`src/rtl/id_ex_pipe_reg.sv`:
```
// ----------------------------------------------------------------------------
// id_ex_pipe_reg
//   ID/EX pipeline register with load-use hazard detection.
//
//   Captures the decoded control bits and operands leaving ID and presents
//   them to EX one cycle later. When the instruction in EX is a load whose
//   destination (rt) is read by the instruction in ID, Stall_o is raised and
//   a NOP bubble (all control bits cleared) is loaded instead, so the
//   dependent instruction is re-presented one cycle later. A taken
//   branch/jump (flush_i) also loads a bubble but never raises a stall. A
//   memory stall (hold_i) freezes every register.
//
//   Optional feature, selected by the BUBBLE_CNT_EN macro:
//     defined   : BubbleCnt_o is a saturating 32-bit count of inserted bubbles.
//     undefined : no counter flops; BubbleCnt_o is tied to zero.
// ----------------------------------------------------------------------------
module id_ex_pipe_reg #(
    parameter int DATA_W = 32,
    parameter int REG_AW = 5
) (
    input  logic              clk_i,
    input  logic              rst_i,

    input  logic              hold_i,
    input  logic              flush_i,

    input  logic              RegDst_i,
    input  logic [1:0]        ALUOp_i,
    input  logic              ALUSrc_i,
    input  logic              MemRead_i,
    input  logic              MemWrite_i,
    input  logic              RegWrite_i,
    input  logic              MemToReg_i,

    input  logic [DATA_W-1:0] RSdata_i,
    input  logic [DATA_W-1:0] RTdata_i,
    input  logic [DATA_W-1:0] Imm_i,
    input  logic [REG_AW-1:0] RSaddr_i,
    input  logic [REG_AW-1:0] RTaddr_i,
    input  logic [REG_AW-1:0] RDaddr_i,

    output logic              RegDst_o,
    output logic [1:0]        ALUOp_o,
    output logic              ALUSrc_o,
    output logic              MemRead_o,
    output logic              MemWrite_o,
    output logic              RegWrite_o,
    output logic              MemToReg_o,

    output logic [DATA_W-1:0] RSdata_o,
    output logic [DATA_W-1:0] RTdata_o,
    output logic [DATA_W-1:0] Imm_o,
    output logic [REG_AW-1:0] RSaddr_o,
    output logic [REG_AW-1:0] RTaddr_o,
    output logic [REG_AW-1:0] RDaddr_o,

    output logic              Stall_o,
    output logic [31:0]       BubbleCnt_o
);

    // ------------------------------------------------------------------------
    // Hazard detection
    // ------------------------------------------------------------------------
    logic rt_is_zero;
    logic rs_match;
    logic rt_match;
    logic hazard;
    logic insert_bubble;
    logic advance;

    // Register $0 is hard-wired to zero, so a load "into" it never creates a
    // real dependency and must not stall.
    assign rt_is_zero = (RTaddr_o == '0);
    assign rs_match   = (RTaddr_o == RSaddr_i);
    assign rt_match   = (RTaddr_o == RTaddr_i);

    // A load sitting in EX whose destination is read by the ID instruction.
    // Once the bubble is in EX, MemRead_o is 0, so this drops on its own and
    // the stall lasts exactly one cycle.
    assign hazard = MemRead_o & ~rt_is_zero & (rs_match | rt_match);

    // A flush throws the ID instruction away, so stalling would only lose the
    // branch target fetched behind it.
    assign Stall_o = hazard & ~flush_i;

    // Both a flush and a load-use hazard put a NOP into EX.
    assign insert_bubble = flush_i | hazard;

    // hold_i has top priority and freezes every register in the block.
    assign advance = ~hold_i;

    // ------------------------------------------------------------------------
    // Control bits: cleared when a bubble is inserted
    // ------------------------------------------------------------------------
    // Control fields load from ID, or are zeroed to form a bubble.
    // NOTE: sequential state uses non-blocking (<=) so every flop samples the
    // pre-edge value of the others; the async reset sits in the sensitivity
    // list so it acts without waiting for a clock edge.
    always_ff @(posedge clk_i or negedge rst_i) begin
        if (!rst_i) begin
            RegDst_o   <= 1'b0;
            ALUOp_o    <= 2'b00;
            ALUSrc_o   <= 1'b0;
            MemRead_o  <= 1'b0;
            MemWrite_o <= 1'b0;
            RegWrite_o <= 1'b0;
            MemToReg_o <= 1'b0;
        end else if (advance) begin
            if (insert_bubble) begin
                RegDst_o   <= 1'b0;
                ALUOp_o    <= 2'b00;
                ALUSrc_o   <= 1'b0;
                MemRead_o  <= 1'b0;
                MemWrite_o <= 1'b0;
                RegWrite_o <= 1'b0;
                MemToReg_o <= 1'b0;
            end else begin
                RegDst_o   <= RegDst_i;
                ALUOp_o    <= ALUOp_i;
                ALUSrc_o   <= ALUSrc_i;
                MemRead_o  <= MemRead_i;
                MemWrite_o <= MemWrite_i;
                RegWrite_o <= RegWrite_i;
                MemToReg_o <= MemToReg_i;
            end
        end
    end

    // ------------------------------------------------------------------------
    // Data and address fields: always follow ID unless held
    // ------------------------------------------------------------------------
    // Operands load even during a bubble; with every control bit zero nothing
    // downstream consumes or writes them, so they are don't-care there.
    always_ff @(posedge clk_i or negedge rst_i) begin
        if (!rst_i) begin
            RSdata_o <= '0;
            RTdata_o <= '0;
            Imm_o    <= '0;
            RSaddr_o <= '0;
            RTaddr_o <= '0;
            RDaddr_o <= '0;
        end else if (advance) begin
            RSdata_o <= RSdata_i;
            RTdata_o <= RTdata_i;
            Imm_o    <= Imm_i;
            RSaddr_o <= RSaddr_i;
            RTaddr_o <= RTaddr_i;
            RDaddr_o <= RDaddr_i;
        end
    end

    // ------------------------------------------------------------------------
    // Bubble counter
    // ------------------------------------------------------------------------
`ifdef BUBBLE_CNT_EN
    logic [31:0] bubble_cnt;
    logic        cnt_full;

    assign cnt_full = (bubble_cnt == 32'hFFFF_FFFF);

    // Counts every bubble loaded (flush or hazard, once per edge), saturating.
    always_ff @(posedge clk_i or negedge rst_i) begin
        if (!rst_i) begin
            bubble_cnt <= 32'd0;
        end else if (advance && insert_bubble && !cnt_full) begin
            bubble_cnt <= bubble_cnt + 32'd1;
        end
    end

    assign BubbleCnt_o = bubble_cnt;
`else
    // Counter disabled: the port is kept so the interface is build-invariant.
    assign BubbleCnt_o = 32'd0;
`endif

endmodule
```
`config.mk`:
```
export PLATFORM = sky130hd
export DESIGN_NAME = id_ex_pipe_reg
export DESIGN_NICKNAME = d
export VERILOG_FILES = /design/src/rtl/id_ex_pipe_reg.sv
export SDC_FILE = /design/constraint.sdc
export NUM_CORES = 1
export LEC_CHECK = 0
export BUFFER_PORTS_ARGS = -buffer_cell sky130_fd_sc_hd__buf_4
export CORE_MARGIN = 2
export CORE_UTILIZATION = 25
export CTS_CLUSTER_DIAMETER = 40
export DETAILED_ROUTE_END_ITERATION = 8
export PLACE_DENSITY = 0.56
export SYNTH_ARGS = -nofsm -noshare
export SYNTH_HDL_FRONTEND = slang
export SYNTH_SLANG_ARGS = --single-unit
export TNS_END_PERCENT = 20
```
`constraint.sdc`:
```
create_clock -name clk_i -period 2.61 [get_ports clk_i]
set_clock_uncertainty 0.1 [all_clocks]
set_input_delay 0.1305 -clock clk_i [delete_from_list [all_inputs] [get_ports clk_i]]
set_output_delay 0.1305 -clock clk_i [all_outputs]
set_load 0.02 [all_outputs]
```
==> flow_metrics.env <==
export IMPL_grt_setup_unrepaired="no"
export IMPL_design_core_area_um2=18800
export IMPL_fin_util_pct=45.6
export IMPL_post_route_cells_drive_above_1_share_pct=55.2
export IMPL_post_place_ws_ns=0.884
export IMPL_drt_initial_drc_count=87
export IMPL_grt_start_max_net_pins=61
export IMPL_seq_power_share_pct=38.9
export IMPL_yosysTopAreaCellShare_pct=61.7
export IMPL_ys_seq_area_share_pct=61.7
export IMPL_design_die_area_um2=20400
export IMPL_synth_area_per_cell_um2=15.1
export IMPL_yosys_area_share_adder_pct=0
export IMPL_outcome="finished clean"
export IMPL_fp_dieH_um=143
export IMPL_finalMaxSlewViolations=0
export IMPL_cts_num_sinks=119
export IMPL_synth_area_mux_share_pct=25.9
export IMPL_peak_clock_frequency_supported_by_timing_mhz=463
export IMPL_number_of_global_route_vias_before_repair=4339
export IMPL_drt_drc_violations_left=0
export IMPL_power_ir_vdd_worst_mv=0.411
export IMPL_slew_headroom_pct=39.6
export IMPL_crit_type="flop to output port"
export IMPL_required_ns=2.38
export IMPL_synth_area_in_compound_gates_pct=2.75
export IMPL_synth_largest_area_cell="dfrtp_1"
export IMPL_max_slew_worst_pin_slew_ns=0.903
export IMPL_postLayoutSetupSlackWorst_ns=0.449
export IMPL_synth_simple_gate_area_share_pct=1.45
export IMPL_synth_xor_area_share_pct=1.81
export IMPL_cp_top_family="simple AND/OR/NAND/NOR gates"
export IMPL_cts_root_buf="clkbuf_16"
export IMPL_wirelength_per_cell_um=14.1
export IMPL_post_synthesis_cell_count=320
export IMPL_gp_congestion=0.749
export IMPL_cellInternalPower_mw=4.01
export IMPL_vias=3947
export IMPL_critPathCaptureType="output port"
export IMPL_timing_final_crit_share_pct=82.8
export IMPL_port_buffers=242
export IMPL_netlist_area_um2=4830
export IMPL_synth_cell_types=17
export IMPL_clock_latency_ns=0.40
export IMPL_netlist_top_cells_area="dfrtp_1 (62%), mux2_2 (26%), buf_4 (5.0%), xnor2_1 (1.8%), a32oi_1 (1.5%)"
export IMPL_postCtsSetupRepairBufs=0
export IMPL_final_layout_net_count=815
export IMPL_critical_path_peak_fanout=9
export IMPL_finalInstanceArea_um2=8580
export IMPL_placed_cell_area_um2=6850
export IMPL_grt_ovfl_total=0
export IMPL_clk_pin_slew_worst_paths_ns=0.05
export IMPL_hold_ws_ns=0.109
export IMPL_grt_pass1_wl_mm=21.0
export IMPL_synth_yosys_warnings=0
export IMPL_fin_crit_ns=2.16
export IMPL_drv_cap=0
export IMPL_drt_total_wl_mm=13.6
export IMPL_combPwrFrac_pct=22.5
export IMPL_final_number_of_hold_violating_endpoints=0
export IMPL_critical_path_cell_chain="or4_4, o21ai_4, nor3b_1, buf_4"
export IMPL_critPathArrivalTime_ns=1.93
export IMPL_antenna_cells_inserted=0
export IMPL_tritoncts="done"
export IMPL_layout_filler_cells=1633
export IMPL_ys_ff_latch=119
export IMPL_finalSetupViolCount=0
export IMPL_detailed_place_hpwl_mm=9.13
export IMPL_ports=275
export IMPL_p_sw_share_pct=27.5
export IMPL_power_leakage_nw=3.96
export IMPL_fin_setup_tns_ns=0
export IMPL_cts_htree_levels=4
export IMPL_grt_antenna_before_repair=0
export IMPL_dr_pass1_iters=6
export IMPL_pwr_share_clk_pct=38.6
export IMPL_grt_util_all_layers_pct=13.3
export IMPL_crit_buf_inv=1
export IMPL_antenna_violating_nets_post_route=0
export IMPL_min_delay_path_class="primary input to flop"
export IMPL_via_count_normalized_by_instance_count=4.10
export IMPL_combinational_family_with_the_most_area_after_synthesis="multiplexers"
export IMPL_clk_path_buf_depth=2
export IMPL_cpMaxStageDelayCell="or4_4"
export IMPL_initial_util_pct=25.6
export IMPL_crit_path_max_incr_delay_ns=0.57
export IMPL_cellPowerDensity_nw_per_um2=644
export IMPL_horizontal_die_dimension_um=143
export IMPL_numCtsBuffers=17
export IMPL_areaGrowthSynthToFinish_pct=77.7
export IMPL_fp_row_count=50
export IMPL_switching_power_mw=1.52
export IMPL_worst_setup_path_start_kind="flop"
[power groups by stage]
stage               Clock, mW  Sequential [mW]  Combinational, mW
finish                   2.14             2.15               1.24
global placement            0             2.17               1.09
CTS                      2.21             2.15               1.25
detailed placement          0             2.18               1.11
global route             2.29             2.17               1.33
floorplan                   0             2.40              0.339
[flip-flops by register name, indices dropped and copies added (netlist names), 2 cells and up]
name and cells:
Imm_o 32, RSdata_o 32, RTdata_o 32, RDaddr_o 5
RSaddr_o 5, RTaddr_o 5, ALUOp_o 2
[routing by layer]
layer / routed length (um) / vias to the layer above / track usage [%]
li1: - / 1805 / -
met3: 1160 / 23 / 5.37
met1: 5420 / 1917 / 14.7
met4: 262 / 0 / 5.47
met5: 0 / - / 0
met2: 6750 / 202 / 22.8
[timing repair]
action / CTS / global route
endpoints found under the hold margin: 158 / 0
resized for setup: 0 / 0
hold buffers: 120 / 0
[cells in the mapped netlist]
cell type / instances
nand3_1: 2
buf_4: 32
o21ai_1: 3
xnor2_1: 10
conb_1: 1
nand2_1: 10
o21ai_0: 5
nor2_1: 1
dfrtp_1: 119
or4_4: 1
a32oi_1: 8
mux2_2: 111
buf_2: 12
clkbuf_1: 2
o22ai_1: 1
nor3b_1: 1
o21ai_4: 1
[metrics by stage]
step           power [mW]  cells
2_1_floorplan        2.74    351
3_3_place_gp         3.27    813
3_5_place_dp         3.29    813
4_1_cts              5.62    963
5_1_grt              5.79    963
6_report             5.53    963
[placed cells by master, fill, tap and decap left out, types with 2 or more instances in the layout]
cell / instances
dfrtp_1: 119
buf_4: 246
clkbuf_1: 3
nand2_1: 10
nand3_1: 2
clkinvlp_4: 4
clkbuf_16: 17
o21ai_0: 5
clkinv_2: 4
xnor2_1: 10
mux2_2: 111
a32oi_1: 8
dlygate4sd3_1: 120
conb_1: 32
o21ai_1: 3
buf_12: 2
[layout make-up]
type,count,area [um^2],area share [%]
Clock buffer,21,450,5.25
Tap cell,260,325,3.79
Clock inverter,9,80.1,0.933
Timing Repair Buffer,368,3090,36.0
Multi-Input combinational cell,186,1660,19.3
Sequential cell,119,2980,34.7
[path summary, 6_finish.rpt]
path / from / endpoint / slack (ns) / cells after the start
hold reg to reg: RegDst_o$_DFFE_PN0N_ / RegDst_o$_DFFE_PN0N_ / 0.40 / 2
setup reg to reg: RTaddr_o[3]$_DFFE_PN0N_ / ALUSrc_o$_DFFE_PN0N_ / 0.85 / 4
setup / recovery: RTaddr_o[3]$_DFFE_PN0N_ / Stall_o / 0.45 / 4
min in group asynchronous: rst_i / Imm_o[15]$_DFFE_PN0N_ / 0.16 / 2
max in group asynchronous: rst_i / RTdata_o[20]$_DFFE_PN0N_ / 1.53 / 3
hold / removal: flush_i / ALUOp_o[1]$_DFFE_PN0N_ / 0.11 / 4
[logic make-up after synthesis]
| family | Yosys count |
|---|---|
| compound gates | 18 |
| mux | 111 |
| buf+inv | 46 |
| flops | 119 |
| simple gates | 15 |
| other cells | 1 |
| xor+xnor | 10 |
[worst min-delay path: stages]
cell	delay (ns)
buf_4	0.08
nor2_1	0.18
nand2_1	0.13
o21ai_1	0.05
Power figures use the tool's default switching activity.
